--- config.mk ---
export PLATFORM = sky130hd
export DESIGN_NAME = imem_fetch_ctrl_flat
export DESIGN_NICKNAME = d
export VERILOG_FILES = /design/src/rtl/imem_fetch_ctrl_pkg.sv /design/src/rtl/imem_fetch_ctrl_if.sv /design/src/rtl/imem_fetch_ctrl_fetch_queue2.sv /design/src/rtl/imem_fetch_ctrl.sv /design/src/flat_wrapper.sv
export SDC_FILE = /design/constraint.sdc
export NUM_CORES = 1
export LEC_CHECK = 0
export ABC_AREA = 1
export CORE_MARGIN = 4
export CORE_UTILIZATION = 30
export DETAILED_ROUTE_END_ITERATION = 10
export SETUP_SLACK_MARGIN = 0.05
export SLEW_MARGIN = 20
export SYNTH_ARGS = -nofsm -noshare
export SYNTH_HDL_FRONTEND = slang
export SYNTH_HIERARCHICAL = 1
export SYNTH_SLANG_ARGS = --single-unit
--- constraint.sdc ---
create_clock -name clk -period 5.7 [get_ports clk]
set_input_delay 0.855 -clock clk [delete_from_list [all_inputs] [get_ports clk]]
set_output_delay 0.855 -clock clk [all_outputs]
set_load 0.02 [all_outputs]
--- src/rtl/imem_fetch_ctrl_pkg.sv ---
// Shared definitions for the instruction-fetch controller: reset defaults,
// FSM state encoding and the byte-to-word address helper.
package imem_fetch_ctrl_pkg;

    localparam logic [31:0] DEF_RESET_PC   = 32'h0040_0000;
    localparam int          DEF_MEM_WORDS  = 256;
    localparam int          DEF_STARVE_MAX = 4;

    typedef enum logic {
        ST_RUN    = 1'b0,
        ST_HALTED = 1'b1
    } fetch_state_e;

    // Instruction memory is word addressed: drop the byte offset.
    function automatic logic [29:0] word_addr(input logic [31:0] byte_addr);
        return 30'(byte_addr >> 2);
    endfunction

endpackage

--- src/rtl/imem_fetch_ctrl_if.sv ---
// Bus bundle around the fetch controller: instruction-memory read port,
// decode-side valid/ready stream and the debug/loader read requester.
interface imem_fetch_ctrl_if;

    logic        mem_req;
    logic [29:0] mem_addr;
    logic [31:0] mem_rdata;

    logic        out_valid;
    logic        out_ready;
    logic [31:0] out_instr;
    logic [31:0] out_pc;

    logic        dbg_req;
    logic [31:0] dbg_addr;
    logic        dbg_gnt;
    logic        dbg_rvalid;
    logic [31:0] dbg_rdata;

    // Fetch controller side.
    modport master (
        output mem_req, mem_addr,
        input  mem_rdata,
        output out_valid, out_instr, out_pc,
        input  out_ready,
        input  dbg_req, dbg_addr,
        output dbg_gnt, dbg_rvalid, dbg_rdata
    );

    // Memory / decode / debug environment side.
    modport slave (
        input  mem_req, mem_addr,
        output mem_rdata,
        input  out_valid, out_instr, out_pc,
        output out_ready,
        output dbg_req, dbg_addr,
        input  dbg_gnt, dbg_rvalid, dbg_rdata
    );

endinterface

--- src/rtl/imem_fetch_ctrl_fetch_queue2.sv ---
// Two-entry FIFO between the memory response and decode. Flush wins over a
// same-cycle push; push into a full queue is accepted only with a pop.
module imem_fetch_ctrl_fetch_queue2 #(
    parameter int DATA_W = 64
) (
    input  logic              clk,
    input  logic              rst_n,
    input  logic              flush,
    input  logic              push,
    input  logic [DATA_W-1:0] push_data,
    input  logic              pop,
    output logic              head_valid,
    output logic [DATA_W-1:0] head_data,
    output logic [1:0]        count
);

    logic [DATA_W-1:0] slot_p0 [2];
    logic              rd_ptr;
    logic              wr_ptr;
    logic [1:0]        cnt;
    logic              do_push;
    logic              do_pop;

    // Accept pop only with data present; push into full only alongside a pop.
    always_comb begin
        do_pop  = pop && (cnt != 2'd0);
        do_push = push && ((cnt != 2'd2) || do_pop);
    end

    // Pointer and occupancy bookkeeping.
    always_ff @(posedge clk or negedge rst_n) begin
        if (!rst_n) begin
            rd_ptr <= 1'b0;
            wr_ptr <= 1'b0;
            cnt    <= 2'd0;
        end else if (flush) begin
            rd_ptr <= 1'b0;
            wr_ptr <= 1'b0;
            cnt    <= 2'd0;
        end else begin
            if (do_push) wr_ptr <= ~wr_ptr;
            if (do_pop)  rd_ptr <= ~rd_ptr;
            case ({do_push, do_pop})
                2'b10:   cnt <= cnt + 2'd1;
                2'b01:   cnt <= cnt - 2'd1;
                default: cnt <= cnt;
            endcase
        end
    end

    // Slot storage carries no reset; validity comes from the occupancy count.
    always_ff @(posedge clk) begin
        if (do_push && !flush) slot_p0[wr_ptr] <= push_data;
    end

    assign head_valid = (cnt != 2'd0);
    assign head_data  = slot_p0[rd_ptr];
    assign count      = cnt;

endmodule

--- src/rtl/imem_fetch_ctrl.sv ---
// Instruction fetch controller: owns the PC, issues word reads, buffers
// responses for decode, applies redirects and shares the read port with a
// debug requester that is guaranteed a grant after a bounded wait.
module imem_fetch_ctrl
    import imem_fetch_ctrl_pkg::*;
#(
    parameter logic [31:0] RESET_PC   = DEF_RESET_PC,
    parameter int          MEM_WORDS  = DEF_MEM_WORDS,
    parameter int          STARVE_MAX = DEF_STARVE_MAX
) (
    input  logic                    clk,
    input  logic                    rst_n,
    input  logic                    redirect_valid,
    input  logic [31:0]             redirect_pc,
    input  logic                    halt_req,
    imem_fetch_ctrl_if.master       bus,
    output logic                    fault,
    output logic [31:0]             instr_count
);

    localparam logic [31:0] WIN_LAST = RESET_PC + 32'(4 * MEM_WORDS) - 32'd4;
    localparam int          SW       = $clog2(STARVE_MAX + 1);
    localparam logic [SW-1:0] STARVE_LIM = SW'(STARVE_MAX);
    localparam logic [SW-1:0] STARVE_ONE = 1;

    // A fetch target is legal when word aligned and inside the memory window.
    function automatic logic pc_legal(input logic [31:0] a);
        return (a[1:0] == 2'b00) && (a >= RESET_PC) && (a <= WIN_LAST);
    endfunction

    fetch_state_e    state;
    fetch_state_e    state_nxt;
    logic            live_p0;
    logic [31:0]     pc_p0;
    logic            epoch_p0;
    logic [SW-1:0]   starve;
    logic            fault_q;

    logic            vld_p1;
    logic            epoch_p1;
    logic [31:0]     pc_p1;
    logic            dbg_vld_p1;

    logic            q_valid;
    logic [63:0]     q_head;
    logic [1:0]      q_count;
    logic            q_push;

    logic            pop;
    logic [2:0]      occ;
    logic            credit;
    logic            fetch_want;
    logic            dbg_win;
    logic            issue;
    logic            fault_set;

    // FSM state register.
    always_ff @(posedge clk or negedge rst_n) begin
        if (!rst_n) state <= ST_RUN;
        else        state <= state_nxt;
    end

    // Next state, port arbitration and fetch issue decision.
    always_comb begin
        state_nxt  = state;
        fetch_want = 1'b0;
        dbg_win    = 1'b0;
        issue      = 1'b0;
        fault_set  = 1'b0;
        pop        = q_valid && bus.out_ready;
        occ        = 3'(q_count) + 3'(vld_p1);
        credit     = occ < (3'd2 + 3'(pop));
        case (state)
            ST_RUN: begin
                fetch_want = live_p0 && credit && !redirect_valid && !halt_req;
                dbg_win    = live_p0 && bus.dbg_req &&
                             (!fetch_want || (starve >= STARVE_LIM));
                if (fetch_want && !dbg_win) begin
                    if (pc_legal(pc_p0)) issue     = 1'b1;
                    else                 fault_set = 1'b1;
                end
                if (halt_req || fault_set) state_nxt = ST_HALTED;
            end
            ST_HALTED: begin
                dbg_win = live_p0 && bus.dbg_req;
            end
            default: begin
                state_nxt = ST_HALTED;
            end
        endcase
    end

    // PC, epoch, start-up gate, starvation, fault and retirement counters.
    always_ff @(posedge clk or negedge rst_n) begin
        if (!rst_n) begin
            live_p0     <= 1'b0;
            pc_p0       <= RESET_PC;
            epoch_p0    <= 1'b0;
            starve      <= '0;
            fault_q     <= 1'b0;
            instr_count <= 32'd0;
        end else begin
            live_p0 <= 1'b1;
            if (redirect_valid) begin
                pc_p0    <= redirect_pc;
                epoch_p0 <= ~epoch_p0;
            end else if (issue) begin
                pc_p0 <= pc_p0 + 32'd4;
            end
            if (dbg_win)
                starve <= '0;
            else if (bus.dbg_req && (starve < STARVE_LIM))
                starve <= starve + STARVE_ONE;
            if (fault_set) fault_q <= 1'b1;
            if (pop) instr_count <= instr_count + 32'd1;
        end
    end

    // ---- p0 -> p1: read issued, response returns next cycle ----
    // In-flight read tracking for fetch and debug.
    always_ff @(posedge clk or negedge rst_n) begin
        if (!rst_n) begin
            vld_p1     <= 1'b0;
            epoch_p1   <= 1'b0;
            dbg_vld_p1 <= 1'b0;
        end else begin
            vld_p1     <= issue;
            epoch_p1   <= epoch_p0;
            dbg_vld_p1 <= dbg_win;
        end
    end

    // Issued PC travels with the in-flight read.
    always_ff @(posedge clk) begin
        if (issue) pc_p1 <= pc_p0;
    end

    // ---- p1 -> queue: response tagged with its PC, stale epochs dropped ----
    assign q_push = vld_p1 && (epoch_p1 == epoch_p0);

    imem_fetch_ctrl_fetch_queue2 #(
        .DATA_W (64)
    ) u_fetch_queue2 (
        .clk        (clk),
        .rst_n      (rst_n),
        .flush      (redirect_valid),
        .push       (q_push),
        .push_data  ({bus.mem_rdata, pc_p1}),
        .pop        (pop),
        .head_valid (q_valid),
        .head_data  (q_head),
        .count      (q_count)
    );

    assign bus.mem_req    = issue || dbg_win;
    assign bus.mem_addr   = dbg_win ? word_addr(bus.dbg_addr) :
                            (issue  ? word_addr(pc_p0) : 30'd0);
    assign bus.dbg_gnt    = dbg_win;
    assign bus.dbg_rvalid = dbg_vld_p1;
    assign bus.dbg_rdata  = dbg_vld_p1 ? bus.mem_rdata : 32'd0;
    assign bus.out_valid  = q_valid;
    assign bus.out_instr  = q_valid ? q_head[63:32] : 32'd0;
    assign bus.out_pc     = q_valid ? q_head[31:0]  : 32'd0;
    assign fault          = fault_q;

endmodule

--- src/flat_wrapper.sv ---
// flat-port wrapper written by rule: the top's interface ports become plain ports
module imem_fetch_ctrl_flat import imem_fetch_ctrl_pkg::*;
#(
    parameter logic [31:0] RESET_PC   = DEF_RESET_PC,
    parameter int          MEM_WORDS  = DEF_MEM_WORDS,
    parameter int          STARVE_MAX = DEF_STARVE_MAX
)
  (clk, rst_n, redirect_valid, redirect_pc, halt_req, fault, instr_count, bus_mem_req, bus_mem_addr, bus_mem_rdata, bus_out_valid, bus_out_instr, bus_out_pc, bus_out_ready, bus_dbg_req, bus_dbg_addr, bus_dbg_gnt, bus_dbg_rvalid, bus_dbg_rdata);
  imem_fetch_ctrl_if bus_i ();
  input  logic clk;
  input  logic rst_n;
  input  logic redirect_valid;
  input  logic [31:0] redirect_pc;
  input  logic halt_req;
  output logic fault;
  output logic [31:0] instr_count;
  output wire logic [$bits(bus_i.mem_req)-1:0] bus_mem_req;
  output wire logic [$bits(bus_i.mem_addr)-1:0] bus_mem_addr;
  input wire logic [$bits(bus_i.mem_rdata)-1:0] bus_mem_rdata;
  output wire logic [$bits(bus_i.out_valid)-1:0] bus_out_valid;
  output wire logic [$bits(bus_i.out_instr)-1:0] bus_out_instr;
  output wire logic [$bits(bus_i.out_pc)-1:0] bus_out_pc;
  input wire logic [$bits(bus_i.out_ready)-1:0] bus_out_ready;
  input wire logic [$bits(bus_i.dbg_req)-1:0] bus_dbg_req;
  input wire logic [$bits(bus_i.dbg_addr)-1:0] bus_dbg_addr;
  output wire logic [$bits(bus_i.dbg_gnt)-1:0] bus_dbg_gnt;
  output wire logic [$bits(bus_i.dbg_rvalid)-1:0] bus_dbg_rvalid;
  output wire logic [$bits(bus_i.dbg_rdata)-1:0] bus_dbg_rdata;
  assign bus_mem_req = bus_i.mem_req;
  assign bus_mem_addr = bus_i.mem_addr;
  assign bus_i.mem_rdata = bus_mem_rdata;
  assign bus_out_valid = bus_i.out_valid;
  assign bus_out_instr = bus_i.out_instr;
  assign bus_out_pc = bus_i.out_pc;
  assign bus_i.out_ready = bus_out_ready;
  assign bus_i.dbg_req = bus_dbg_req;
  assign bus_i.dbg_addr = bus_dbg_addr;
  assign bus_dbg_gnt = bus_i.dbg_gnt;
  assign bus_dbg_rvalid = bus_i.dbg_rvalid;
  assign bus_dbg_rdata = bus_i.dbg_rdata;
  imem_fetch_ctrl #(.RESET_PC(RESET_PC), .MEM_WORDS(MEM_WORDS), .STARVE_MAX(STARVE_MAX)) u_core (.clk(clk), .rst_n(rst_n), .redirect_valid(redirect_valid), .redirect_pc(redirect_pc), .halt_req(halt_req), .bus(bus_i), .fault(fault), .instr_count(instr_count));
endmodule
==> metrics.yaml <==
status: "complete, no violations"
synth-adder-area-share: 0.00683
synth_seq_cells: 238
synth_compound_area_frac: 0.0145
clock_skew_ns: 0.00867
hpwl_um: 19500
synth_area_sq_um: 11000
setup_slack_ns: 1.52
portBuffers: 262
path_clk_slew_ns: 0.06
ir_drop_uv: 198
synth_top_family_by_area: "simple AND/OR/NAND/NOR gates"
detail-route-antenna-nets: 0
fmax_mhz: 239
numCtsBuffers: 26
core_sq_um: 35800
cp-end-kind: "primary output"
die_w_um: 199
grt_pass1_wl_um: 44500
finalInstanceArea_sq_um: 14900
drive_gt1_frac: 0.0599
rows: 69
p_per_area_nw_per_um2: 340
net-switching-power_uw: 1580
cts.sinks: 238
syn_area_per_cell_sq_um: 8.96
drt-pass1-iter-count: 5
antenna_found_initial: 3
p_clk_frac: 0.329
maxCapViolCount: 0
drv_slew: 0
drtIter0Drc: 350
clock_latency_ns: 0.52
grt_use_total: 0.140
ys_seq_area_frac: 0.615
cts_hold_buf: 0
startpoint_type: "register"
setup_viol: 0
grt_overflow: 0
route.detailed.drc: 0
tightest_slew_ns: 0.958
cts_resized: 0
grt_max_degree: 79
vias: 8549
hold_viol_final: 0
finalSetupTns_ns: 0
syn-num-nets: 1334
hold_path.class: "input port to async pin"
relSlewSlack: 0.361
rsz0062_at_grt: "false"
pre_cts_ws_ns: 1.73
grt_pass1_vias: 8481
syn_to_final_growth_pct: 35.9
synth-xor-area-share: 0.0207
p_sw_frac: 0.310
die_area_sq_um: 39800
p_leak_uw: 0.00671
synthSimpleGateAreaFrac: 0.265
path_class: "register to primary output"
antenna_cells: 0
post-route-min-period_ns: 4.18
nNetsFinal: 1591
syn_inst: 1226
yosys_warnings: 6
h-tree-depth: 1
p_int_uw: 3500
worstPathRequired_ns: 4.85
final_common_cell: "nand2_1"
cts_root_buf: "clkbuf_16"
synth_cell_type_count: 37
seqPwrFrac: 0.393
post_cts_buffers: 0
cts_tree: "done"
cts_buffer_depth: 3
period_share: 0.733
die_h_um: 199
wire_per_inst_um: 14.4
power.total_uw: 5080
cp_max_fo: 70
synthMuxAreaShare: 0
start_util: 0.307
io_pins: 265
p_comb_frac: 0.278
arrival_ns: 3.32
gp_congestion: 0.852
detail_route.vias_per_cell: 4.35
routed_wl_um: 28300
dpl_cell_area_sq_um: 14100
worstRegToRegCells: 7
final_cell_mix: "nand2_1 (523), clkdlybuf4s50_1 (260), inv_1 (166), edfxtp_1 (160), nor2_1 (95)"
-- synth_stat cells, drive strengths merged --
master,n,area [sq um]
ha,6,75.1
clkbuf,21,78.8
nor2,100,390
nand3b,2,15.0
and2,1,6.26
or2,4,25.0
o21bai,1,7.51
nor3,5,36.3
nand2,529,2010
xor2,17,149
nor4,2,12.5
nor3b,1,12.5
conb,1,3.75
dfrtp,77,1930
xnor2,9,78.8
dfstp,1,26.3
nand3,59,360
inv,172,648
o211ai,1,7.51
nand4,7,43.8
edfxtp,160,4800
buf,22,133
o21ai,23,119
a21oi,5,25.0
-- registers in the layout, summed over array words and instances (netlist names), 2 cells and up --
register,count
u_core/pc_p0,32
u_core/instr_count,32
u_core/u_fetch_queue2/count,2
u_core/pc_p1,32
u_core/starve,3
u_core/u_fetch_queue2/slot_p0,128
-- routing by layer --
layer,global-route usage,wire length [um],up-vias
li1,-,-,4315
met1,0.182,12400,3907
met2,0.236,13000,284
met3,0.0378,2410,37
met4,0.0262,397,6
met5,0,46,-
-- area by class of cell --
cell class / count / area [sq um]
multi-input combinational: 773 / 3400
sequential: 238 / 6760
clock buffer: 41 / 778
tap: 461 / 577
fill: 3505 / 20900
inverter: 172 / 648
clock inverter: 7 / 85.1
timing repair buffer: 272 / 2690
-- per-stage QoR --
stage,hold WS [ns],std cells,utilization
after global routing,0.429,1964,0.417
after floorplan,0.406,1226,-
after global placement,0.425,1916,0.393
after detailed placement,0.429,1916,0.393
after CTS,0.442,1964,0.417
final,0.337,1964,0.417
-- cell families (layout without fill, tap and decap cells) --
kind of cell,count (synthesis),count (layout)
other,1,1
buffers and inverters,215,492
AOI/OAI and AO/OA,30,30
and+or+nand+nor,710,710
DFF,238,238
adders and majority gates,6,6
xor gates and xnor gates,26,26
-- path summary, 6_finish.rpt --
check,from,end,slack [ns]
worst max-delay path,u_core/u_fetch_queue2/count[0]$_DFFE_PN0P_,bus_mem_addr[3],1.52
worst min-delay path,rst_n,u_core/instr_count[21]$_DFFE_PN0N_,0.34
worst max register to register,u_core/u_fetch_queue2/count[0]$_DFFE_PN0P_,u_core/u_fetch_queue2/slot_p0[0][46]$_DFFE_PP_,1.92
worst min register to register,u_core/epoch_p0$_DFFE_PN0P_,u_core/epoch_p1$_DFF_PN0_,0.44
max in group asynchronous,rst_n,u_core/u_fetch_queue2/rd_ptr$_DFFE_PN0P_,4.73
min in group clk,u_core/epoch_p0$_DFFE_PN0P_,u_core/epoch_p1$_DFF_PN0_,0.44
-- power by group through the flow --
stage | Sequential (uW) | Combinational, uW | Clock [uW]
2_1_floorplan | 2030 | 755 | 0
3_3_place_gp | 2030 | 1430 | 0
3_5_place_dp | 2030 | 1440 | 0
4_1_cts | 2000 | 1450 | 1730
5_1_grt | 2010 | 1560 | 1810
6_report | 2000 | 1410 | 1670
-- worst max-delay path: stages (launching register included) --
cell and delay, ns:
dfrtp_1 0.43, inv_2 0.10, nand2_4 0.41, nand3_1 0.26
nand2_1 0.11, nand4_1 0.08, nand2_1 0.05, buf_4 0.22
inv_1 0.33, nand2_1 0.08, o21ai_0 0.09, clkdlybuf4s50_1 0.65
No activity file was read; power rests on OpenSTA's default activity.
